[src/rtl/sccb_cam_config.sv]
// sccb_cam_config
//   Configures the OV7670 camera over SCCB after reset. Walks a fixed table of
//   register writes and timed delays, then raises done. A start pulse while
//   done re-runs the table (no startup wait).
//
//   Optional feature macro: SCCB_ACK_CHECK_EN
//     defined   - sda_in is sampled on the first cycle of q2 of every 9th bit;
//                 a 1 sets the sticky cfg_err flag.
//     undefined - sda_in is unused, cfg_err is tied 0.
//
//   Ports
//     clk, rst_n : system clock, asynchronous active-low reset
//     ena        : advance enable; low freezes all state and outputs
//     start      : re-run request, honoured only in DONE
//     sda_in     : SDA pin level (synchronised externally)
//     scl        : SCL, push-pull
//     sda_oe     : 1 pulls SDA low, 0 releases it
//     busy, done : sequence in progress / table complete
//     cfg_idx    : current table entry
//     cfg_err    : sticky NACK flag
module sccb_cam_config #(
    parameter int         CLK_QTR        = 62,
    parameter int         STARTUP_CYCLES = 25000,
    parameter int         DELAY_UNIT     = 25000,
    parameter logic [7:0] DEV_ADDR       = 8'h42
) (
    input  logic       clk,
    input  logic       rst_n,
    input  logic       ena,
    input  logic       start,
    input  logic       sda_in,
    output logic       scl,
    output logic       sda_oe,
    output logic       busy,
    output logic       done,
    output logic [2:0] cfg_idx,
    output logic       cfg_err
);
    localparam int NUM_ENTRIES = 6;
    localparam int QW = (CLK_QTR > 1) ? $clog2(CLK_QTR) : 1;

    typedef enum logic [2:0] {
        ST_STARTUP, ST_FETCH, ST_START, ST_BIT, ST_STOP, ST_GAP, ST_WAIT, ST_DONE
    } state_t;

    state_t        state, state_nxt;
    logic [QW-1:0] qcnt;       // cycle within the current quarter
    logic [1:0]    qtr;        // quarter within a bit or a 2-quarter phase
    logic [1:0]    byte_sel;   // 0 device address, 1 register address, 2 data
    logic [3:0]    bit_pos;    // 0..7 data bits MSB first, 8 = released 9th bit
    logic [31:0]   dly_cnt;
    logic [7:0]    ent_addr, ent_data, cur_byte;
    logic [31:0]   dly_len;
    logic [1:0]    last_q;
    logic          quartered, qtr_end, group_end, last_bit, dly_end;

    // Configuration table; addr FF marks a delay of data x DELAY_UNIT cycles.
    always_comb begin
        ent_addr = 8'h8C;
        ent_data = 8'h00;
        case (cfg_idx)
            3'd0: begin ent_addr = 8'h12; ent_data = 8'h80; end  // soft reset
            3'd1: begin ent_addr = 8'hFF; ent_data = 8'h0A; end  // settle delay
            3'd2: begin ent_addr = 8'h12; ent_data = 8'h14; end  // QVGA RGB
            3'd3: begin ent_addr = 8'h40; ent_data = 8'hD0; end  // RGB565 full range
            3'd4: begin ent_addr = 8'h11; ent_data = 8'h01; end  // CLKRC
            default: begin ent_addr = 8'h8C; ent_data = 8'h00; end
        endcase
    end

    always_comb begin
        case (byte_sel)
            2'd0:    cur_byte = DEV_ADDR;
            2'd1:    cur_byte = ent_addr;
            default: cur_byte = ent_data;
        endcase
    end

    assign quartered = (state == ST_START) || (state == ST_BIT) ||
                       (state == ST_STOP)  || (state == ST_GAP);
    assign qtr_end   = quartered && (qcnt == QW'(CLK_QTR - 1));
    assign last_q    = (state == ST_BIT) ? 2'd3 : 2'd1;
    // Last cycle of a bit (4 quarters) or of a START/STOP/GAP phase (2 quarters).
    assign group_end = qtr_end && (qtr == last_q);
    assign last_bit  = (byte_sel == 2'd2) && (bit_pos == 4'd8);
    assign dly_len   = (state == ST_STARTUP) ? 32'(STARTUP_CYCLES)
                                             : 32'(ent_data) * 32'(DELAY_UNIT);
    // A zero-length delay still spends its single WAIT cycle.
    assign dly_end   = (dly_len == 32'd0) || (dly_cnt == dly_len - 32'd1);

    always_ff @(posedge clk or negedge rst_n) begin
        if (!rst_n)   state <= ST_STARTUP;
        else if (ena) state <= state_nxt;
    end

    always_comb begin
        state_nxt = state;
        scl       = 1'b1;
        sda_oe    = 1'b0;
        busy      = 1'b1;
        done      = 1'b0;
        case (state)
            ST_STARTUP: if (dly_end) state_nxt = ST_FETCH;
            ST_FETCH: begin
                if (cfg_idx == 3'(NUM_ENTRIES)) state_nxt = ST_DONE;
                else if (ent_addr == 8'hFF)     state_nxt = ST_WAIT;
                else                            state_nxt = ST_START;
            end
            ST_START: begin
                // q0 bus idle, q1 SDA low with SCL high
                sda_oe = qtr[0];
                if (group_end) state_nxt = ST_BIT;
            end
            ST_BIT: begin
                // SCL low for q0/q1, high for q2/q3; SDA set from q0 so it
                // only moves while SCL is low.
                scl    = qtr[1];
                sda_oe = (bit_pos == 4'd8) ? 1'b0 : ~cur_byte[3'd7 - bit_pos[2:0]];
                if (group_end && last_bit) state_nxt = ST_STOP;
            end
            ST_STOP: begin
                // SDA low with SCL high, then release SDA
                sda_oe = ~qtr[0];
                if (group_end) state_nxt = ST_GAP;
            end
            ST_GAP:  if (group_end) state_nxt = ST_FETCH;
            ST_WAIT: if (dly_end) state_nxt = ST_FETCH;
            ST_DONE: begin
                busy = 1'b0;
                done = 1'b1;
                if (start) state_nxt = ST_FETCH;
            end
            default: state_nxt = ST_STARTUP;
        endcase
    end

    always_ff @(posedge clk or negedge rst_n) begin
        if (!rst_n) begin
            qcnt     <= '0;
            qtr      <= '0;
            byte_sel <= '0;
            bit_pos  <= '0;
            dly_cnt  <= '0;
            cfg_idx  <= '0;
        end else if (ena) begin
            qcnt <= (quartered && !qtr_end) ? qcnt + 1'b1 : '0;

            if (!quartered)   qtr <= '0;
            else if (qtr_end) qtr <= (qtr == last_q) ? 2'd0 : qtr + 2'd1;

            if (state != ST_BIT) begin
                byte_sel <= '0;
                bit_pos  <= '0;
            end else if (group_end) begin
                if (bit_pos == 4'd8) begin
                    bit_pos  <= '0;
                    byte_sel <= last_bit ? 2'd0 : byte_sel + 2'd1;
                end else begin
                    bit_pos  <= bit_pos + 4'd1;
                end
            end

            dly_cnt <= ((state == ST_STARTUP || state == ST_WAIT) && !dly_end)
                       ? dly_cnt + 32'd1 : 32'd0;

            if (state == ST_DONE && start)
                cfg_idx <= '0;
            else if ((state == ST_GAP && group_end) || (state == ST_WAIT && dly_end))
                cfg_idx <= cfg_idx + 3'd1;
        end
    end

`ifdef SCCB_ACK_CHECK_EN
    always_ff @(posedge clk or negedge rst_n) begin
        if (!rst_n) begin
            cfg_err <= 1'b0;
        end else if (ena) begin
            if (state == ST_DONE && start)
                cfg_err <= 1'b0;
            else if (state == ST_BIT && bit_pos == 4'd8 && qtr == 2'd2 && qcnt == '0 && sda_in)
                cfg_err <= 1'b1;
        end
    end
`else
    logic sda_in_unused;
    assign sda_in_unused = sda_in;
    assign cfg_err       = 1'b0;
`endif

endmodule

[config.mk]
export PLATFORM = sky130hd
export DESIGN_NAME = sccb_cam_config
export DESIGN_NICKNAME = d
export VERILOG_FILES = /design/src/rtl/sccb_cam_config.sv
export SDC_FILE = /design/constraint.sdc
export NUM_CORES = 1
export LEC_CHECK = 0
export CAP_MARGIN = 20
export CORE_UTILIZATION = 50
export CTS_BUF_LIST = sky130_fd_sc_hd__clkbuf_8
export DETAILED_ROUTE_END_ITERATION = 16
export PLACE_DENSITY = 0.67
export RECOVER_POWER = 25
export SLEW_MARGIN = 10
export SYNTH_ARGS = -nofsm -noshare
export SYNTH_HDL_FRONTEND = slang
export SYNTH_SLANG_ARGS = --single-unit
[constraint.sdc]
create_clock -name clk -period 7.2 [get_ports clk]
set_clock_uncertainty 0.2 [all_clocks]
set_input_delay 1.44 -clock clk [delete_from_list [all_inputs] [get_ports clk]]
set_output_delay 1.44 -clock clk [all_outputs]
set_load 0.01 [all_outputs]
### After elaboration in Yosys (flattened, before gate mapping)

Index checks and enable logic that the tools add are counted.

| operators by class | value |
|---|---|
| add/subtract/negate cells | 8 |
| $mul | 1 |
| $lt $le $gt $ge | 1 |
| eq/ne operators | 27 |
| muxes and demuxes | 35 |
| bitwise operators | 2 |
| reduce and logical (&&, ||, !) cells | 31 |

Operators with widths:

| cell | count |
|---|---|
| $pmux 8 s5 | 1 |
| $add 32x1->32 const B | 1 |
| $eq 32x32->1 | 1 |
| $logic_not 32->1 | 1 |
| $mux 32 | 1 |
| $pmux 8 s4 | 1 |
| $mux 3 | 10 |
| $sub 23x1->24 const B | 1 |
| $mux 23 | 1 |
| $pmux 3 s7 | 1 |
| $mul 8x12->20 const B | 1 |
| $eq 3x3->1 const B | 6 |
| $mux 2 | 8 |
| $pmux 8 s2 | 1 |
| $eq 3x2->1 const B | 4 |
| $mux 4 | 3 |
| $logic_and 1x1->1 | 9 |
| $eq 8x8->1 const B | 1 |
| $ne 2x2->1 const B | 4 |
| $reduce_and 7->1 | 1 |
| $add 6x1->6 const B | 1 |
| $eq 3x1->1 const B | 2 |
| $eq 6x6->1 const B | 1 |
| $logic_not 3->1 | 2 |
| 23 further kinds | 42 |

| word-level totals | value |
|---|---|
| flip-flop bits (word level) | 52 |
| input port bits | 5 |
| word-level logic and storage cells | 112 |

### Depth between registers and ports, before layout

Gate-level depths: netlist (run 1).

| logic depth | value |
|---|---|
| depth in word-level cells | 11 |
| depth in mapped cells | 29 |
| gate-level depth less buffers | 24 |

### Worst setup path before layout (run 1)

No wires, ideal clock.

| timing path | value |
|---|---|
| path type | register -> register |
| start | reg cfg_idx[0] |
| end | reg cfg_idx[0] |
| arrival | 6.268 ns |
| required time | 6.875 ns |
| slack | 0.607 ns |
| stages on the path, launching flop included | 26 |
| buffers on the path | 3 |
| path through | dfrtp_1 > buf_6 > inv_1 > ha_1 > nor2b_1 > or2_2 > ha_1 > ha_1 > ha_1 > inv_1 > fa_1 > inv_1 > fa_1 > a211o_1 > a211o_1 > nand2_1 > mux2_4 > and3b_1 > clkbuf_2 > a21boi_0 > or3b_1 > and3_1 > o31a_1 > buf_6 > o21a_4 > mux2_4 |

| on the way | value |
|---|---|
| cells in the longest elaborated chain, start to end | 11 |
| elaborated cells between the ends (all ways) | 19 |

RTL lines:

| what | line | text |
|---|---|---|
| start, declared | 36 | `output logic [2:0] cfg_idx,` |
| start signal, assigned | 169 | `cfg_idx <= cfg_idx + 3'd1;` |
| $eq 3x3->1, or another cell as far along | 61 | `case (cfg_idx)` |
| $pmux 8 s5 | 61 |  |
| $mul 8x12->20 | 87 | `: 32'(ent_data) * 32'(DELAY_UNIT);` |
| $mux 23 | 86 | `assign dly_len = (state == ST_STARTUP) ? 32'(STARTUP_CYCLES)` |
| $sub 23x1->24 | 89 | `assign dly_end = (dly_len == 32'd0) \|\| (dly_cnt == dly_len - 32'd1);` |
| $eq 32x32->1 | 89 |  |
| $logic_or 1x1->1 | 89 |  |
| $logic_and 1x1->1 | 168 | `else if ((state == ST_GAP && group_end) \|\| (state == ST_WAIT && dly_end))` |
| $logic_or 1x1->1 | 168 |  |
| $reduce_bool 2->1 (no source line) | -- |  |
| $reduce_and 2->1 (no source line) | -- |  |

Parallel ways exist; a longest one is shown, timed or not. The select of a mux whose other input is x is not followed.
A chain may end at the register's enable or synchronous reset.

### Worst setup path in the final report (run 1)

| timing path | value |
|---|---|
| start | reg cfg_idx[1] |
| end | reg cfg_idx[2] |

Same word-level chain as after synthesis.

==> results of run 1 <==
==> state kept, by name, summed over array words and instances, names as in the netlist <==
register	flops
dly_cnt	32
qtr	2
cfg_idx	3
qcnt	6
bit_pos	4
byte_sel	2
state	3
==> cell usage in the layout (no fill, tap or decap), drive strengths merged, types with 11 or more instances in the layout <==
cell type   n
nor2       71
nand2      66
dfrtp      52
ha         51
nand3      40
inv        38
xor2       29
o21ai      27
xnor2      26
a21oi      24
and3       14
nand4      14
nor2b      11
mux2i      11
==> through the flow <==
step	worst slack, ns	utilization
after global routing	0.03012	0.5402
after floorplan	0.6073	-
after global placement	0.3377	0.5305
after detailed placement	0.2835	0.5305
after CTS	0.2517	0.5390
final	0.3239	0.5402
==> layout make-up <==
cell class	instances	area [um2]
tap	136	170.2
fill	958	4832
multi-input combinational	533	3814
clock buffer	5	68.82
clock inverter	3	20.02
inverter	37	138.9
sequential	52	1303
timing repair buffer	19	162.7
==> synth_stat cells (all sizes together) (6+ instances only) <==
cell type,instances
inv,37
or2,6
nand2,66
ha,51
mux2,6
nor2,71
and3,14
nor2b,11
and2,7
clkbuf,14
o22ai,7
o21ai,27
nand4,14
buf,16
nand3,40
mux2i,11
o31ai,6
a31oi,7
xnor2,26
xor2,29
nor3,8
nand2b,7
fa,7
dfrtp,52
a21oi,24
==> cell families after synthesis <==
family,Yosys count,synth area share
AO/OA/AOI/OAI,119,0.1499
XOR/XNOR,57,0.09588
adder cells (fa/ha/maj),58,0.1417
buffers and inverters,67,0.07106
flip-flops,52,0.2368
multiplexers,17,0.03735
other,1,0.0006826
AND/OR/NAND/NOR,281,0.2667
==> per-layer routing <==
metal	global-route usage	up-vias	wire length, um
li1	-	2303	-
met5	0	-	0
met2	0.3922	68	5864
met4	0.04305	0	89
met3	0.02857	8	315
met1	0.3035	2228	5847
==> power breakdown <==
part	switching [mW]	total (mW)	internal [mW]
sequential	0.0289	0.341	0.312
combinational	0.0582	0.104	0.0462
clock	0.0996	0.168	0.0680
==> timing repair <==
item	4_1_cts	5_1_grt
endpoints found under the setup margin	0	31
resized for setup	0	5
hold buffers	0	0
==> critical path, cell delays in order (launching register included) <==
cell and delay, ns:
dfrtp_2 0.48, ha_1 0.22, ha_1 0.29, or2_2 0.40, ha_1 0.35, ha_1 0.29, ha_1 0.27, inv_1 0.05
fa_1 0.54, inv_1 0.08, fa_1 0.54, or3_4 0.37, or4_4 0.59, nor2_8 0.17, nand2_1 0.11, or3_1 0.36
xor2_1 0.15, nand3_1 0.08, and3_1 0.20, o31a_2 0.43, o21a_4 0.28, mux2_4 0.30
==> path summary, 6_finish.rpt <==
path,end,slack [ns],depth (start not counted)
max,cfg_idx[2],0.32,21
min,qcnt[3],0.32,1
max reg2reg,cfg_idx[2],0.32,21
min reg2reg,qcnt[3],0.32,1
max in group asynchronous,cfg_idx[1],3.07,2
min in group asynchronous,byte_sel[0],1.92,2
==> summary.txt, run 1 <==
Hold path
  • Hold/Removal Path Class: reg -> reg
  • Hold_sp: qcnt[3]

Worst setup path
  • Setup crit start: cfg_idx[1]
  • Worst R2R Start: cfg_idx[1]
  • Crit path launch type: flip-flop
  • Type of the worst setup path: reg -> reg
  • Crit Path Max Fanout: 9
  • Critical Path RT: 7.20 ns
  • Critical Path Sink Type: flip-flop
  • CP arrival: 6.88 ns

Global route
  • Global-route wire length before repair: 20,940 um
  • GRT Overall Usage: 0.2264
  • Grt ovf: 0
  • Largest net degree at the start of global routing: 53
  • Vias in the first global route: 4,461
  • Initial antenna violation count: 0

Finish
  • Final nets: 711
  • Area delta synth->final: 3.325%
  • Share of cells above drive strength 1: 0.07704
  • # diodes: 0
  • Finished Layout Cells: 785
  • Final Cell Area: 0.005677 mm2

Clocking
  • CTS clk-pin slew, worst paths: 0.10 ns
  • H-tree lvl count: 2
  • Postcts setup bufs: 0
  • Clk sinks: 52
  • Root buf cell: clkbuf_8
  • CTS tree: built
  • Max clock buf depth: 2
  • Clk_lat worst skew: 0.31 ns
  • Total CTS buffers: 5

STA
  • F_max: 145.4 MHz
  • Fin. max-slew vios: 53
  • Worst-margin pin slew: 2.844 ns
  • Final hold viol count: 0
  • Tcrit/Tclk final: 0.9550
  • Final hold slack: 0.3233 ns
  • Relative slew slack: -0.8958
  • Setup_tns: 0 ns
  • RSZ-0062 raised after global routing: false
  • Final setup viols: 0
  • Fin crit period: 6.876 ns

Power
  • Leak: 2.515 nW
  • Tot Pwr: 0.6127 mW
  • Peak VDD IR: 0.0001340 V
  • PwrDens: 107.9 mW/mm2

Logic synthesis
  • Synth Flop Type: dfrtp_1
  • Post-synth EDFFs: 0
  • Post-Syn Instances: 652
  • Seq cells post-synth: 52
  • Async set-reset flop share out of synthesis: 1.000
  • Sequential share of the synthesized area: 0.2368
  • Largest cells by area after synthesis: dfrtp_1, ha_1, nor2_1, xor2_1, nand2_1
  • Synth Net Count: 715
  • Yosys top cell by area: dfrtp_1
  • Synth top area share: 0.2368
  • Synthesized area per cell: 8.426 um2
  • Post-synth cell types: 90
  • Netlist Area Pre-Place: 0.005494 mm2
  • Ys Warns: 0

Run status
  • Status: finished with violations
  • Failing checks: capacitance limit, slew limit

Die
  • Die area: 0.01141 mm2
  • Die height: 106.8 um
  • # IOs: 13
  • Row Count: 37
  • Core area: 0.01051 mm2
  • Chip width: 106.8 um
  • Initial Util: 0.5228

Placement
  • GP Congestion: 0.8606
  • Detailed placement HPWL: 9340 um
  • Placed Instance Area: 0.005575 mm2
  • Post-Place Cells: 777
  • PortBufs: 10

Drt
  • DR vias: 4,607
  • DRT iter0 DRCs: 231
  • Final wirelength: 12,120 um
  • First-pass DRT Iterations: 5
  • DRC Markers: 0
  • Via density: 5.869
  • Routed wire length per instance: 15.44 um
  • Antenna Violating Nets Remaining: 0

Job
  • Max-Cap Viols: 1
Note: power is estimated with default switching activity, not from simulation.
==> run 2: changes to the inputs <==
- CORE_MARGIN: unset -> 8
==> run 2 against run 1 <==
  * The run still ends with capacitance limit, slew limit left
  * Sequential share of layout area fell by 0.25 points
  * Critical path type unchanged
  * Critical path depth rose by 2
  * Critical endpoint unchanged
  * Combinational power barely moved
  * Fmax rose by 1.3%
  * Clock power rose by 34%
==> summary.txt, run 2 (synthesis results as in run 1) <==
Worst setup path
  • Type of the worst setup path: reg -> reg (unchanged)
  • R2R setup slack: 0.41 ns (was 0.32 ns)
  • Crit Path Max Fanout: 8 (was 9)
  • Critical Path RT: 7.22 ns (was 7.20 ns)
  • CP arrival: 6.80 ns (was 6.88 ns)
  • Crit path launch type: flip-flop (unchanged)
  • Critical Path Sink Type: flip-flop (unchanged)

STA
  • Fin crit period: 6.787 ns (was 6.876 ns)
  • Final hold viol count: 0 (unchanged)
  • Final setup viols: 0 (unchanged)
  • Final hold slack: 0.3225 ns (was 0.3233 ns)
  • Fin. max-slew vios: 53 (unchanged)
  • Tcrit/Tclk final: 0.9426 (was 0.9550)
  • F_max: 147.4 MHz (was 145.4 MHz)
  • RSZ-0062 raised after global routing: false (unchanged)
  • Relative slew slack: -0.9269 (was -0.8958)
  • Setup_tns: 0 ns (unchanged)
  • Worst-margin pin slew: 2.890 ns (was 2.844 ns)

Placement
  • GP Congestion: 0.8702 (was 0.8606)
  • PortBufs: 10 (unchanged)
  • Placed Instance Area: 0.005595 mm2 (was 0.005575 mm2)
  • Detailed placement HPWL: 9532 um (was 9340 um)

Drt
  • DR vias: 4,691 (was 4,607)
  • Final wirelength: 12,460 um (was 12,120 um)
  • DRT iter0 DRCs: 285 (was 231)
  • Routed wire length per instance: 15.75 um (was 15.44 um)
  • First-pass DRT Iterations: 5 (unchanged)
  • Via density: 5.930 (was 5.869)
  • DRC Markers: 0 (unchanged)
  • Antenna Violating Nets Remaining: 0 (unchanged)

Power
  • Tot Pwr: 0.6709 mW (was 0.6127 mW)
  • PwrDens: 116.9 mW/mm2 (was 107.9 mW/mm2)
  • Peak VDD IR: 0.0001299 V (was 0.0001340 V)
  • Leak: 2.548 nW (was 2.515 nW)

Clocking
  • Postcts setup bufs: 0 (unchanged)
  • Max clock buf depth: 2 (unchanged)
  • Clk sinks: 52 (unchanged)
  • Root buf cell: clkbuf_8 (unchanged)
  • Total CTS buffers: 5 (unchanged)
  • CTS tree: built (unchanged)
  • CTS clk-pin slew, worst paths: 0.09 ns (was 0.10 ns)
  • H-tree lvl count: 2 (unchanged)
  • Clk_lat worst skew: 0.32 ns (was 0.31 ns)
  • Hold_buf cts: 0 (unchanged)

Die
  • Chip width: 120.8 um (was 106.8 um)
  • # IOs: 13 (unchanged)
  • Row Count: 38 (was 37)
  • Die area: 0.01460 mm2 (was 0.01141 mm2)
  • Die height: 120.8 um (was 106.8 um)
  • Core area: 0.01079 mm2 (was 0.01051 mm2)
  • Initial Util: 0.5090 (was 0.5228)

Global route
  • GRT Overall Usage: 0.1801 (was 0.2264)
  • Initial antenna violation count: 0 (unchanged)
  • Vias in the first global route: 4,626 (was 4,461)
  • Global-route wire length before repair: 21,820 um (was 20,940 um)
  • Grt ovf: 0 (unchanged)
  • Largest net degree at the start of global routing: 53 (unchanged)

Finish
  • Register area: 0.001303 mm2 (unchanged)
  • Share of cells above drive strength 1: 0.08141 (was 0.07704)
  • Max FFs per register: 32 (unchanged)
  • Final Cell Area: 0.005739 mm2 (was 0.005677 mm2)
  • Filler Cell Count: 1,024 (was 958)
  • Largest reg by FF count: dly_cnt (unchanged)
  • Commonest non-fill, non-tap cell in the layout: nor2_1 (unchanged)
  • Area of the multi-input gates: 0.003819 mm2 (was 0.003814 mm2)
  • Commonest non-fill, non-tap cells in the layout: nor2_1, nand2_1, ha_1, dfrtp_1, nand3_1 (unchanged)
  • Final nets: 713 (was 711)
  • Area delta synth->final: 4.464% (was 3.325%)
  • Biggest registers after layout: dly_cnt (32), qcnt (6), bit_pos (4) (unchanged)
  • # diodes: 0 (unchanged)

Run status
  • Failing checks: capacitance limit, slew limit (unchanged)
  • Status: finished with violations (unchanged)

Job
  • Max-Cap Viols: 1 (unchanged)

Hold path
  • Hold/Removal Path Class: reg -> reg (unchanged)
run 2: cell count changes in the layout (fill, tap and decap cells not counted):
cell,change
clkinvlp_4,-1
nor2b_2,+1
o31a_2,-1
buf_4,+2
bufinv_16,+1
clkbuf_8,+2
o31a_4,+1
nor2b_1,-1
nor3_2,-1
inv_1,-1
nor3_1,+1
clkinv_4,-1
run 2: metal layers:
| metal | share of wire | GRT usage | up-vias |
|---|---|---|---|
| met1 | 0.49 | 0.2392 | 2276 |
| met2 | 0.46 | 0.2895 | 87 |
| li1 | - | - | 2307 |
| met3 | 0.032 | 0.02751 | 21 |
| met4 | 0.024 | 0.06635 | 0 |
| met5 | 0 | 0 | - |
run 2: worst max-delay path, cell delays in order (launching register included):
cell,delay (ns)
dfrtp_2,0.48
ha_1,0.22
ha_1,0.27
or2_2,0.39
ha_1,0.25
inv_1,0.07
fa_1,0.40
inv_1,0.06
ha_1,0.14
inv_1,0.05
fa_1,0.50
inv_1,0.07
fa_1,0.49
a211o_1,0.34
a211o_1,0.36
nand2_1,0.10
mux2_4,0.34
and3b_1,0.27
a21boi_0,0.16
or3b_1,0.37
and3_1,0.17
o31a_4,0.41
o21a_4,0.26
mux2_4,0.29
run 2: power breakdown:
part / internal, mW / switching [mW] / total (mW)
combinational: 0.0465 / 0.0599 / 0.106
sequential: 0.312 / 0.0276 / 0.339
clock: 0.123 / 0.102 / 0.225
total: 0.481 / 0.190 / 0.671
run 2: area by class of cell:
class,instances,area share
multi-input cells,533,0.6654
well taps,140,0.03052
clock inverters,1,0.005232
repair buffers,21,0.03096
flip-flops and latches,52,0.2269
clock buffers,7,0.01679
inverters,37,0.02420
run 2: path summary, 6_finish.rpt:
check / start / endpoint / cells after the start
max in group asynchronous: rst_n / cfg_idx[1] / 2
hold / removal: qcnt[3] / qcnt[3] / 1
min in group asynchronous: rst_n / cfg_idx[1] / 2
setup / recovery: cfg_idx[1] / cfg_idx[2] / 23
setup reg to reg: cfg_idx[1] / cfg_idx[2] / 23
hold reg to reg: qcnt[3] / qcnt[3] / 1
run 2: timing repair:
item / CTS / global route
hold endpoints to repair: 0 / 0
resized for setup: 0 / 6
setup endpoints to repair: 0 / 33
run 2: through the flow:
| stage | utilization | worst slack [ns] | cells |
|---|---|---|---|
| after floorplan | - | 0.6073 | 652 |
| after global placement | 0.5184 | 0.2808 | 783 |
| after detailed placement | 0.5184 | 0.2727 | 783 |
| after CTS | 0.5301 | 0.2618 | 791 |
| after global routing | 0.5318 | 0.04583 | 791 |
| final | 0.5318 | 0.4134 | 791 |
==> run 3: changes to the inputs <==
- CELL_PAD_IN_SITES_DETAIL_PLACEMENT: unset -> 2
- CELL_PAD_IN_SITES_GLOBAL_PLACEMENT: unset -> 2
- CORE_UTILIZATION: 50 -> 41
- PLACE_DENSITY: 0.67 -> unset
- PLACE_DENSITY_LB_ADDON: unset -> 0.1
==> run 3 against run 2 <==
  * The run still ends with capacitance limit, slew limit left
  * Count of clock-buffer cells in the layout fell by 2
  * Critical path depth down 1
  * Sequential power barely moved
  * Register-to-register slack worse by 0.08 ns
  * First-iteration DRC count fell by 52%
  * Power shrank 0.24%
  * Die area increased by 19%
  * Fmax decreased by 1.2%
  * Worst setup slack got worse by 0.082 ns
  * Non-clock buffer count grew 5
  * Clock power fell by 4%
  * Critical path type unchanged
==> summary.txt, run 3 (synthesis results as in run 1) <==
Worst setup path
  • R2R setup slack: 0.33 ns (was 0.41 ns)
  • Worst R2R Start: cfg_idx[0] (was cfg_idx[1])
  • Type of the worst setup path: reg -> reg (unchanged)
  • R2r endpoint: cfg_idx[0] (was cfg_idx[2])
  • Critical Path RT: 7.22 ns (about the same)
  • CP arrival: 6.89 ns (was 6.80 ns)
  • Worst reg2reg path depth: 22 (was 23)
  • Critical Path Sink Type: flip-flop (unchanged)
  • Crit path launch type: flip-flop (unchanged)
  • Crit Path Max Fanout: 9 (was 8)

Die
  • Initial Util: 0.4165 (was 0.5090)
  • Die area: 0.01736 mm2 (was 0.01460 mm2)
  • # IOs: 13 (unchanged)
  • Chip width: 131.8 um (was 120.8 um)
  • Row Count: 42 (was 38)
  • Die height: 131.8 um (was 120.8 um)
  • Core area: 0.01319 mm2 (was 0.01079 mm2)

Drt
  • First-pass DRT Iterations: 4 (was 5)
  • DRT iter0 DRCs: 137 (was 285)
  • Wire length on met2: 8073 um (was 5699 um)
  • Routed wire length per instance: 19.16 um (was 15.75 um)
  • Top Layer Used: met4 (unchanged)
  • DRC Markers: 0 (unchanged)
  • Antenna Violating Nets Remaining: 0 (unchanged)
  • Final wirelength: 15,950 um (was 12,460 um)
  • M1 wire length: 7335 um (was 6059 um)
  • Met3 WL: 251 um (was 395 um)
  • Via density: 5.744 (was 5.930)
  • DR vias: 4,779 (was 4,691)

Global route
  • Vias in the first global route: 5,469 (was 4,626)
  • GRT Overall Usage: 0.1915 (was 0.1801)
  • Grt ovf: 0 (unchanged)
  • Global-route wire length before repair: 27,540 um (was 21,820 um)
  • Initial antenna violation count: 0 (unchanged)
  • Largest net degree at the start of global routing: 53 (unchanged)

STA
  • RSZ-0062 raised after global routing: false (unchanged)
  • Final setup viols: 0 (unchanged)
  • Relative slew slack: -1.092 (was -0.9269)
  • F_max: 145.6 MHz (was 147.4 MHz)
  • Fin. max-slew vios: 53 (unchanged)
  • Fin crit period: 6.869 ns (was 6.787 ns)
  • Final hold viol count: 0 (unchanged)
  • Setup_tns: 0 ns (unchanged)
  • Final hold slack: 0.3409 ns (was 0.3225 ns)
  • Tcrit/Tclk final: 0.9540 (was 0.9426)
  • Worst-margin pin slew: 3.138 ns (was 2.890 ns)

Placement
  • Post-Place Cells: 823 (was 783)
  • GP Congestion: 0.7955 (was 0.8702)
  • Detailed placement HPWL: 12,630 um (was 9532 um)
  • PortBufs: 10 (unchanged)

Job
  • Max-Cap Viols: 1 (unchanged)

Clocking
  • Postcts setup bufs: 0 (unchanged)
  • CTS resizes: 0 (unchanged)
  • CTS clk-pin slew, worst paths: 0.10 ns (was 0.09 ns)
  • Clk_lat worst skew: 0.33 ns (was 0.32 ns)
  • Hold_buf cts: 0 (unchanged)
  • Root buf cell: clkbuf_8 (unchanged)
  • H-tree lvl count: 2 (unchanged)
  • Clk sinks: 52 (unchanged)
  • CTS tree: built (unchanged)
  • Total CTS buffers: 5 (unchanged)
  • Max clock buf depth: 2 (unchanged)

Power
  • Sequential share of power: 0.511 (was 0.506)
  • Switching share of power: 0.3068 (was 0.2830)
  • Psw: 0.2053 mW (was 0.1898 mW)
  • PwrDens: 114.9 mW/mm2 (was 116.9 mW/mm2)
  • Tot Pwr: 0.6693 mW (was 0.6709 mW)
  • Peak VDD IR: 0.0001180 V (was 0.0001299 V)
  • Clock share of power: 0.321 (was 0.336)
  • Combinational power share: 0.168 (was 0.159)
  • Internal Power: 0.4640 mW (was 0.4810 mW)
  • Leak: 2.573 nW (was 2.548 nW)

Finish
  • # diodes: 0 (unchanged)
  • Largest reg by FF count: dly_cnt (unchanged)
  • Share of cells above drive strength 1: 0.08689 (was 0.08141)
  • Biggest registers after layout: dly_cnt (32), qcnt (6), bit_pos (4) (unchanged)
  • Commonest non-fill, non-tap cell in the layout: nor2_1 (unchanged)
  • Finished Layout Cells: 832 (was 791)
  • Final nets: 718 (was 713)
  • Area delta synth->final: 6.058% (was 4.464%)
  • Commonest non-fill, non-tap cells in the layout: nor2_1, nand2_1, ha_1 (was nor2_1, nand2_1, ha_1, dfrtp_1, nand3_1)
  • Max FFs per register: 32 (unchanged)

Hold path
  • Hold path cells: 1 (unchanged)
  • Hold/Removal Path Class: reg -> reg (unchanged)
  • Hold_sp: qcnt[3] (unchanged)
  • Hold path endpoint: qcnt[3] (unchanged)

Run status
  • Failing checks: capacitance limit, slew limit (unchanged)
  • Status: finished with violations (unchanged)
## run 3: metal layers
layer,global-route usage,up-vias
met4,0.06318,0
met2,0.3431,36
met1,0.2306,2404
li1,-,2318
met5,0,-
met3,0.02591,21
## run 3: power by group through the flow
stage / clock network [mW] / logic (mW) / registers [mW]
2_1_floorplan: 0 / 0.0849 / 0.333
3_3_place_gp: 0 / 0.106 / 0.346
3_5_place_dp: 0 / 0.112 / 0.348
4_1_cts: 0.223 / 0.114 / 0.342
5_1_grt: 0.233 / 0.129 / 0.346
6_report: 0.215 / 0.113 / 0.342
## run 3: worst max-delay path by stage
stage / start / endpoint / slack (ns) / cells past startpoint
5_1_grt: cfg_idx[0] / cfg_idx[2] / 0.02 / 22
3_3_place_gp: cfg_idx[0] / cfg_idx[2] / 0.38 / 22
4_1_cts: cfg_idx[0] / cfg_idx[0] / 0.19 / 22
3_5_place_dp: cfg_idx[0] / cfg_idx[2] / 0.21 / 22
6_report: cfg_idx[0] / cfg_idx[0] / 0.33 / 22
2_1_floorplan: cfg_idx[0] / cfg_idx[0] / 0.61 / 25
## run 3: through the flow
step	area [um2]	worst slack [ns]	util
global route	5827	0.02133	0.4418
floorplan	5494	0.6073	-
CTS	5794	0.1864	0.4393
finish	5827	0.3313	0.4418
global placement	5683	0.3750	0.4308
detailed placement	5683	0.2125	0.4308
## run 3: critical path: stages (launching register included)
cell     delay, ns
dfrtp_2       0.45
inv_1         0.11
ha_1          0.26
nor2b_1       0.16
or2_2         0.35
ha_1          0.35
ha_1          0.30
ha_1          0.28
inv_1         0.05
fa_1          0.53
inv_1         0.08
fa_1          0.54
or3_4         0.38
or4_4         0.60
nor2_8        0.18
nand3_1       0.19
o21ai_0       0.21
mux2i_1       0.11
nor4_2        0.28
nand4_1       0.15
o31a_2        0.42
o21a_4        0.28
mux2_4        0.30
## run 3: area by class of cell
class,count,area [um2]
Clock inverter,3,42.54
Tap cell,176,220.2
Fill cell,1513,7363
Multi-Input combinational cell,533,3809
Sequential cell,52,1304
Timing Repair Buffer,26,244.0
Clock buffer,5,68.82
Inverter,37,138.9
